$ cat config.mk
export PLATFORM = sky130hd
export DESIGN_NAME = processor
export DESIGN_NICKNAME = d
export VERILOG_FILES = /design/src/rtl/processor.sv
export SDC_FILE = /design/constraint.sdc
export NUM_CORES = 1
export LEC_CHECK = 0
export BUFFER_PORTS_ARGS = -buffer_cell sky130_fd_sc_hd__buf_2
export CAP_MARGIN = 20
export CORE_MARGIN = 2
export CORE_UTILIZATION = 50
export DETAILED_ROUTE_END_ITERATION = 10
export GPL_TIMING_DRIVEN = 0
export PLACE_DENSITY = 0.71
export SLEW_MARGIN = 15
export SYNTH_ARGS = -nofsm -noshare
export SYNTH_HDL_FRONTEND = slang
export SYNTH_SLANG_ARGS = --single-unit
$ cat constraint.sdc
create_clock -name clock -period 6.7 [get_ports clock]
set_input_delay 1.34 -clock clock [delete_from_list [all_inputs] [get_ports clock]]
set_output_delay 1.34 -clock clock [all_outputs]
set_load 0.01 [all_outputs]
$ cat src/rtl/processor.sv
// Multicycle 16-bit core: eight general registers, one adder/subtractor and
// a four-step sequencer. The caller supplies one instruction word per
// four-cycle slot. The last value placed on the internal bus is held on
// the bus output, which is the only way results (including OUT) leave the core.
module processor (
  input  logic        clock,
  input  logic        resetn,
  input  logic [15:0] iin,
  output logic [15:0] bus
);

  localparam int DATA_W = 16;

  localparam logic [2:0] OP_ADD = 3'b000;
  localparam logic [2:0] OP_SUB = 3'b001;
  localparam logic [2:0] OP_OUT = 3'b100;
  localparam logic [2:0] OP_LDI = 3'b101;
  localparam logic [2:0] OP_REP = 3'b111;

  typedef enum logic [1:0] {T0, T1, T2, T3} step_t;

  step_t                    step;
  logic [DATA_W-1:0]        ir;
  logic signed [DATA_W-1:0] a;
  logic signed [DATA_W-1:0] g;
  logic [DATA_W-1:0]        r [8];

  logic [2:0]        op;
  logic [2:0]        rx;
  logic [2:0]        ry;
  logic [DATA_W-1:0] imm;

  assign op  = ir[15:13];
  assign rx  = ir[12:10];
  assign ry  = ir[9:7];
  assign imm = {6'd0, ir[9:0]};

  // Modulo 2^16 add or two's-complement subtract; no carry or flags are kept.
  function automatic logic signed [DATA_W-1:0] addsub(
    input logic signed [DATA_W-1:0] x,
    input logic signed [DATA_W-1:0] y,
    input logic                     sub
  );
    return sub ? (x - y) : (x + y);
  endfunction

  // Step sequencer and datapath: every state element is cleared by reset, so
  // an instruction interrupted by reset leaves no partial register write.
  always_ff @(posedge clock or negedge resetn) begin
    if (!resetn) begin
      step <= T0;
      ir   <= '0;
      a    <= '0;
      g    <= '0;
      bus  <= '0;
      for (int i = 0; i < 8; i++) r[i] <= '0;
    end else begin
      case (step)
        T0: begin
          ir   <= iin;
          step <= T1;
        end
        T1: begin
          step <= T2;
          case (op)
            OP_ADD, OP_SUB: begin
              a   <= r[rx];
              bus <= r[rx];
            end
            OP_LDI: begin
              r[rx] <= imm;
              bus   <= imm;
            end
            OP_REP: begin
              r[rx] <= r[ry];
              bus   <= r[ry];
            end
            OP_OUT: bus <= r[rx];
            default: ;
          endcase
        end
        T2: begin
          step <= T3;
          if (op == OP_ADD || op == OP_SUB) begin
            g   <= addsub(a, r[ry], op == OP_SUB);
            bus <= r[ry];
          end
        end
        default: begin
          step <= T0;
          if (op == OP_ADD || op == OP_SUB) begin
            r[rx] <= g;
            bus   <= g;
          end
        end
      endcase
    end
  end

endmodule

Word level (Yosys, flattened, before mapping)
Cells that the tools add are included.

Register bits: 194. Bits in latches: 0. Memory bits (writable): 0. Bits in read-only memories: 0. Bits of input ports: 18. Output and inout port bits: 16. Logic and storage cells: 63. Memories kept: 0.

Add/subtract/negate cells: 2. Multipliers: 0. Div/mod/pow operators: 0. $lt $le $gt $ge: 3. Equal/unequal tests: 9. Shift-type cells: 0. Mux-type cells: 20. Bitwise logic cells: 4. Reduce and logical (&&, ||, !) cells: 12.

Operator list (count): $pmux W128 S2 (2); $bwmux W128 (3); $mux W128 (1); $mux W16 (8); $bmux W16 S3 (2); $pmux W16 S3 (2); $demux W16 S3 (1); $add A16 B16 Y16 (1); $sub A16 B16 Y16 (1); $eq A3 B3 Y1 const B (3); $ge A4 B4 Y1 const B (2); $not A3 Y4 (2); $pmux W2 S3 (1); $lt A4 B1 Y1 const B (1); $ne A4 B2 Y1 const B (1); $reduce_and A2 Y1 (2); $reduce_and A4 Y1 (1); $reduce_or A2 Y1 (2); $eq A3 B1 Y1 const B (1); $logic_not A3 Y1 (1); $ne A3 B1 Y1 const B (1); $reduce_and A3 Y1 (1); $reduce_or A3 Y1 (1); $eq A2 B1 Y1 const B (1); other kinds (7) (8).

Depth between registers and ports, before layout
Gate-level depths: netlist of the first run.

Word-level depth: 8. Depth in mapped cells: 17. Depth with buffers taken out: 15.

Least setup slack after synthesis of the first run
No wires, ideal clock.

Kind: reg2reg. Start: reg ir[8]. End: reg g[13]. Data arrival time: 3719 ps. Path slack: 2847 ps. Stages on the path, launching flop included: 17. Path buffers: 2. Period minus slack after synthesis: 3853 ps. Cell sequence: dfrtp_1 buf_2 buf_1 mux4_2 mux2i_4 nand4_2 inv_1 a21oi_1 xor2_1 ha_1 a211o_1 o311ai_0 a21oi_1 a41oi_1 nor2b_1 xor2_1 o21ai_0.

Cells in the longest elaborated chain, start to end: 6. Elaborated cells between the ends (all ways): 7. Classes of those cells: add/sub (2); mux (4); bitwise (1).

Ends and longest elaborated chain: from (decl) (line 23) `logic [DATA_W-1:0] ir;`; from (signal assigned) (line 60) `ir <= iin;`; $not A3 Y4 (implied by the code) (*) (line 85) `g <= addsub(a, r[ry], op == OP_SUB);`; $bmux W16 S3 (*) (line 85); $mux W16 (implied by the code) (*) (2 in a row) (line 85); $add A16 B16 Y16 or $sub A16 B16 Y16 (tied branches) (line 44) `return sub ? (x - y) : (x + y);`; $mux W16 (*) (line 44); to (signal assigned) (line 85); to (decl) (line 25) `logic signed [DATA_W-1:0] g;`.

Mark *: on every way between the ends. The rest lies on a longest branch, timed or not. The select of a mux whose other input is x is not followed. A chain may end at the register's enable or synchronous reset.

Final worst setup path of the first run
Same ends and word-level chain as after synthesis.

==> key figures, run 1 <==
Routing
  – Antenna Nets Post-Route: 0
  – Detailed Route WL: about 34,000 um
  – Post-DR wirelength/cell: around 24 um
  – Pre-antenna DRT Iters: 9
  – Post-DR vias/cell: approximately 6.4
  – Vias: slightly above 9,000
  – DRC: 0
  – 1st-iter DRT viols: between 1,000 and 1,500

Global route
  – GR Util met2: 49.71%
  – Total GRT Usage: around a third
  – GRT met3 Usage: under 10%
  – Overflow left after global routing: 0
  – First-pass GRT wire length: ~53,000 um
  – GR Util met1: 41.39%
  – Top Usage Layer GRT: met2
  – Initial antenna violation count: 0
  – Largest net degree at the start of global routing: just under 90
  – Vias in the first global route: ~9,200

Clock tree
  – Reg clk slew, reported paths: about 80 ps
  – H-tree levels: 4
  – CTS tree: done
  – # hold bufs at CTS: 0
  – Clock Tree Buf Depth: 2
  – Total CTS buffers: 17
  – CTS resizes: 0
  – Clock Sinks: around 190
  – Clock Latency Late Sink: roughly 450 ps
  – Postcts setup bufs: 0
  – Clock root buffer: clkbuf_16

Logic synthesis
  – #FFs+latches synth: between 150 and 200
  – Count leader, synth: dfrtp_1
  – Most frequent cells after synthesis: dfrtp_1 (194), a21oi_1 (128), nand2_1 (125)
  – Synth warn: 0
  – Synth Cell Area: between 10,000 and 15,000 sq um
  – Register area share after synthesis: 44.52%
  – Cell type with the highest aggregate area in the netlist: dfrtp_1
  – Post-Syn Instances: around 1,100
  – Syn Nets: between 1,000 and 1,500
  – Unique masters post-synth: 62
  – Synth top area share: 44.52%
  – Post-synth EDFFs: 0
  – Syn Area/Cell: 9.914 sq um
  – Asr flop ratio synth: 100.0%
  – Area contributors post-synth: dfrtp_1 (45%), mux4_2 (8.7%), a21oi_1 (5.9%), o21ai_0 (5.2%), nand2_1 (4.3%)
  – Top FF cell, synth: dfrtp_1

Outcome
  – Status: complete, no violations

Setup path
  – Crit path launch: ir[8]
  – Critical Setup Path Class: reg2reg
  – Crit start category: register
  – FF-to-FF Start: ir[8]
  – Cell count of the worst reg-to-reg path: 16
  – Worst Path Buf+Inv: 3
  – Setup crit end kind: register
  – Cell family contributing the most delay on the critical path: compound AO/OA/AOI/OAI gates
  – R2r endpoint: g[13]
  – Slowest stage delay, CP: 600 ps
  – Cell Chain, Critical Path: buf_2, buf_1, mux4_2, mux2i_4, nand4_2, inv_1, a21oi_1, xor2_1, ha_1, a211o_1, o311ai_0, a21oi_1, a41oi_1, nor2b_1, xor2_1, o21ai_0
  – Reg-to-reg slack, setup: between 1500 and 2000 ps
  – Slowest CP cell: buf_1
  – Largest fanout on the critical path: 10
  – Worst endpoint required time: between 7000 and 8000 ps
  – Critical Path AT: approximately 5200 ps

Finish
  – FILL cells: 1,893
  – N_diodes: 0
  – Core Util, Final: between 50% and 60%
  – FF/Latch Area: between 4000 and 5000 sq um
  – Nets: between 1,000 and 1,500
  – Post-route cell area: ~12,000 sq um
  – Layout overhead on the synthesized area: 11.01%
  – Final Instance Count excl. Fillers: 1,447
  – Layout cells sized above 1: 14.31%
  – Area of the multi-input gates: 5658 sq um

Floorplanning
  – Core Area: 21,620 sq um
  – FP Rows: 54
  – Initial core utilization: around half
  – I/O pin total: 34
  – Die Y: approximately 150 um
  – Die area: about 23,000 sq um
  – Die W: between 150 and 200 um

STA
  – Fin crit share: 73.43%
  – Relative slew slack: between 30% and 40%
  – Setup Skew: roughly 11 ps
  – Final number of hold-violating endpoints: 0
  – Final setup vio count: 0
  – Slew Limit Fails: 0
  – Crit path time final: about 4900 ps
  – FMAX: 203.3 MHz
  – RSZ-0062 raised after global routing: false
  – Least-Margin Pin Slew: 901.0 ps
  – Setup TNS: 0 ps

Power
  – Power Dens Cells: about 330 nW/um^2
  – Peak supply drop: roughly 200 uV
  – Leakage: 5.179 nW
  – Tot Pwr: ~4.0 mW

Placed design
  – Placed Cells incl. Taps: 1,415
  – Area after DPL: approximately 11,000 sq um
  – RePlAce Congestion: 0.9340
  – Port bufs: 33
  – Post-DP HPWL: 24,370 um

Min path
  – Hold_sp: bus[0]
  – Hold crit path type: reg2reg
  – Hold Path Stages: 1
  – Worst hold endpoint: bus[0]

Run
  – Max capacitance violation total: 0
-- logic make-up after synthesis --
kind of cell / after synthesis / synth area share (%)
AO/OA/AOI/OAI: 338 / 18.01
XOR/XNOR: 27 / 2.168
adder cells (fa/ha/maj): 21 / 2.478
buffers and inverters: 95 / 3.602
flip-flops: 194 / 44.52
multiplexers: 116 / 17.13
AND/OR/NAND/NOR: 309 / 12.09
-- report_power, final --
part	total [mW]	internal, mW	switching, mW
Sequential	1.67	1.44	0.235
Clock	1.10	0.600	0.505
Combinational	1.22	0.546	0.670
Total	3.99	2.58	1.41
-- placed cells by master, fill, tap and decap left out, types with 27 or more instances in the layout --
cell type,netlist,layout
mux2_2,27,27
dfrtp_1,194,194
mux2i_1,34,34
a21oi_1,128,128
nand2_1,125,125
o21ai_0,113,113
clkbuf_1,63,63
buf_2,5,37
nor2_1,123,123
mux4_2,42,42
-- cell type report --
| type | instances | share of cell area (%) |
|---|---|---|
| Tap cell | 280 | 2.894 |
| Timing Repair Buffer | 35 | 1.902 |
| Clock inverter | 15 | 1.612 |
| Inverter | 14 | 0.4341 |
| Clock buffer | 17 | 3.514 |
| Buffer | 81 | 2.811 |
| Sequential cell | 194 | 40.10 |
| Multi-Input combinational cell | 811 | 46.73 |
-- sequential cells by signal, indices dropped and copies added, names as in the netlist --
register  count
ir           16
bus          16
r           128
g            16
step          2
a            16
-- routing by layer --
metal / routed length [um] / vias to the layer above
li1: - / 4102
met5: 0 / -
met1: 13320 / 4556
met4: 1513 / 0
met3: 3554 / 114
met2: 16050 / 547
-- metrics by stage --
| stage | hold WS (ps) | setup slack (ps) |
|---|---|---|
| CTS | 479.2 | 1882 |
| floorplan | 449.8 | 2847 |
| global route | 513.9 | 1571 |
| detailed placement | 461.5 | 1919 |
| finish | 473.6 | 1780 |
| global placement | 455.7 | 1074 |
-- how the worst max path moves through the flow --
stage	endpoint	cells after the start
6_report	g[13]	16
5_1_grt	g[13]	16
4_1_cts	g[13]	16
3_5_place_dp	g[13]	16
3_3_place_gp	r[43]	1
2_1_floorplan	g[13]	16
No activity file was read; power rests on OpenSTA's default activity.
==> run 2, diff against run 1 <==
--- a/config.mk
+++ b/config.mk
@@ -5,6 +5,7 @@
 export SDC_FILE = /design/constraint.sdc
 export NUM_CORES = 1
 export LEC_CHECK = 0
+export ABC_AREA = 1
 export BUFFER_PORTS_ARGS = -buffer_cell sky130_fd_sc_hd__buf_2
 export CAP_MARGIN = 20
 export CORE_MARGIN = 2
==> constraint.sdc (replaced) <==
create_clock -name clock -period 4.9 [get_ports clock]
set_input_delay 0.98 -clock clock [delete_from_list [all_inputs] [get_ports clock]]
set_output_delay 0.98 -clock clock [all_outputs]
set_load 0.01 [all_outputs]
==> run 2 against run 1 <==
Sequential power is 26% higher. Wire length is 12% higher. Worst setup slack worse by 680 ps. Count of clock-buffer cells in the layout unchanged. Critical path depth is 6 higher. Global-route usage grew 1.6 points. Utilization shrank 0.30 points. Clock skew about the same. Fmax rose by 29%. Combinational power rose by 7%. Critical endpoint is now g[10]. Clock power up 29%. Die area rose by 4.1%. Largest power group unchanged.
==> key figures, run 2 <==
Outcome
  – Status: complete, no violations

Logic synthesis
  – Synth Cell Area: 11,370 sq um (+4.2%)
  – #FFs+latches synth: 194 (unchanged)
  – Cell type with the highest aggregate area in the netlist: dfrtp_1
  – Most frequent cells after synthesis: nand2_1 (476), dfrtp_1 (194), o21ai_0 (192)
  – Synth warn: 0 (unchanged)
  – Count leader, synth: nand2_1
  – Register area share after synthesis: 42.71% (-1.8 points)
  – Post-Syn Instances: 1,557 (+42%)
  – Syn Area/Cell: 7.301 sq um (-26%)
  – Top FF cell, synth: dfrtp_1
  – Unique masters post-synth: 48 (-23%)
  – Asr flop ratio synth: 100.0% (unchanged)
  – Area contributors post-synth: dfrtp_1 (43%), nand2_1 (16%), o21ai_0 (8.5%), inv_1 (6.1%), nand3_1 (4.9%)
  – Syn Nets: 1,596 (+40%)
  – Post-synth EDFFs: 0 (unchanged)
  – Synth top area share: 42.71% (-1.8 points)

Finish
  – Largest register by flop count: r
  – Max reg flops: 128 (unchanged)
  – FILL cells: 2,157 (+14%)
  – Most frequent cells in the layout: nand2_1 (476), dfrtp_1 (194), o21ai_0 (192), inv_1 (186), nand3_1 (112)
  – Core Util, Final: 55.69% (-0.30 points)
  – Nets: 1,650 (+38%)
  – Post-route cell area: 12,530 sq um (+3.5%)
  – Most common cell after layout, fill and taps aside: nand2_1
  – Layout cells sized above 1: 9.852% (-4.5 points)
  – Layout overhead on the synthesized area: 10.25%
  – Final Instance Count excl. Fillers: 1,910 (+32%)

STA
  – Final setup vio count: 0 (unchanged)
  – Relative slew slack: 26.61% (-12 points)
  – Setup Skew: 10.44 ps (-0.2748 ps)
  – Hold slack final: 475.0 ps (+1.368 ps)
  – Final number of hold-violating endpoints: 0 (unchanged)
  – Fin crit share: 77.62% (+4.2 points)
  – RSZ-0062 raised after global routing: false
  – Crit path time final: 3803 ps (-1116 ps)
  – FMAX: 262.9 MHz (+29%)
  – Fin worst setup slack: 1097 ps (-683.6 ps)
  – Least-Margin Pin Slew: 1089 ps (+188.4 ps)
  – Slew Limit Fails: 0 (unchanged)
  – Setup TNS: 0 ps (unchanged)

Routing
  – Detailed Route WL: 38,530 um (+12%)
  – DRC: 0 (unchanged)
  – Vias: 11,270 (+21%)
  – 1st-iter DRT viols: 1,221 (+19%)
  – Pre-antenna DRT Iters: 5 (-4)
  – Antenna Nets Post-Route: 0 (unchanged)
  – Post-DR wirelength/cell: 20.17 um (-15%)
  – Post-DR vias/cell: 5.898 (-8.4%)

Floorplanning
  – Die Y: 154.8 um (+2.0%)
  – Die W: 154.8 um (+2.0%)
  – Core Area: 22,500 sq um (+4.1%)
  – FP Rows: 55 (+1.9%)
  – Initial core utilization: 50.51% (+0.075 points)
  – I/O pin total: 34 (unchanged)
  – Die area: 23,960 sq um (+4.1%)

Run
  – Max capacitance violation total: 0 (unchanged)

Power
  – Peak supply drop: 208.1 uV (+1.9%)
  – Tot Pwr: 4.830 mW (+21%)
  – Leakage: 6.236 nW (+20%)
  – Power Dens Cells: 385.4 nW/um^2 (+17%)

Clock tree
  – Clock root buffer: clkbuf_16
  – CTS tree: done
  – Clock Latency Late Sink: 450 ps (about the same)
  – Postcts setup bufs: 0 (unchanged)
  – Clock Tree Buf Depth: 2 (unchanged)
  – Clock Sinks: 194 (unchanged)
  – H-tree levels: 4 (unchanged)
  – # hold bufs at CTS: 0 (unchanged)
  – Reg clk slew, reported paths: 80 ps (about the same)
  – Total CTS buffers: 17 (unchanged)
  – CTS resizes: 0 (unchanged)

Global route
  – GR Util met2: 50.02% (+0.31 points)
  – Vias in the first global route: 10,900 (+19%)
  – GR Util met1: 46.02% (+4.6 points)
  – Initial antenna violation count: 1 (+1)
  – First-pass GRT wire length: 60,350 um (+14%)
  – Total GRT Usage: 33.08% (+1.6 points)
  – Largest net degree at the start of global routing: 99 (+11%)
  – GRT met3 Usage: 6.472% (-0.68 points)
  – Top Usage Layer GRT: met2
  – Overflow left after global routing: 0 (unchanged)

Setup path
  – Critical Setup Path Class: reg2reg
  – Setup crit end kind: register
  – Critical Path AT: 4130 ps (-1100 ps)
  – Crit start category: register
  – Largest fanout on the critical path: 10 (unchanged)
  – Worst endpoint required time: 5230 ps (-1780 ps)

Placed design
  – Post-place setup slack: 1221 ps (-698.5 ps)
  – RePlAce Congestion: 1.016 (+8.8%)
  – Port bufs: 33 (unchanged)
  – Post-DP HPWL: 28,660 um (+18%)
  – Placed Cells incl. Taps: 1,876 (+33%)
  – Area after DPL: 11,930 sq um (+3.8%)

Min path
  – Hold crit path type: reg2reg
-- run 2: path summary, 6_finish.rpt --
kind / start / end / slack [ps] / cells after the start
worst min register to register: bus[11] / bus[11] / 470 / 2
min in group asynchronous: resetn / g[12] / 530 / 1
worst min-delay path: bus[11] / bus[11] / 470 / 2
worst max-delay path: ir[8] / g[10] / 1100 / 22
worst max register to register: ir[8] / g[10] / 1100 / 22
max in group asynchronous: resetn / r[5] / 3410 / 2
-- run 2: cells by family (layout without fill, tap and decap cells) --
kind of cell	after synthesis	in the layout	share of synthesized area (%)
buf+inv	271	338	10.21
simple gates	711	711	26.31
other cells	0	1	0
fa+ha+maj	21	21	2.378
xor+xnor	18	18	1.387
compound gates	338	338	16.61
flops	194	194	42.71
mux	4	4	0.3962
-- run 2: report_power, final --
| group | internal [mW] | switching, mW |
|---|---|---|
| logic | 0.437 | 0.871 |
| clock network | 0.728 | 0.693 |
| registers | 1.89 | 0.208 |
| total | 3.06 | 1.77 |
-- run 2: critical path: stages, from the launching register on --
cell      delay [ps]
dfrtp_1          370
buf_2            180
inv_2            160
buf_4            250
o211ai_1         110
nand2_1           80
nand2_1           60
nand2_2          130
inv_1             80
ha_1             270
o21ai_0          130
fa_1             440
nand3_1           90
nand3_1          120
nand2_1          100
nand2_1           50
a21oi_1          270
o21ai_0          200
nand2_1          100
nand2_1           60
or2_2            270
nand3_1           60
o21ai_0           80
-- run 2: final cells by class --
cell class,count,area (sq um),area share [%]
Antenna cell,1,2.502,0.01997
Buffer,71,402.9,3.215
Clock buffer,17,425.4,3.395
Clock inverter,15,172.7,1.378
Inverter,200,758.2,6.050
Multi-Input combinational cell,1092,5351,42.70
Sequential cell,194,4855,38.74
Tap cell,285,356.6,2.845
Timing Repair Buffer,35,207.7,1.657
-- run 2: routing by layer --
metal  vias to the layer above  routed length (um)
li1                       5154                   -
met2                       647               16760
met4                         2                1850
met1                      5323               16080
met3                       139                3826
met5                         -                  13
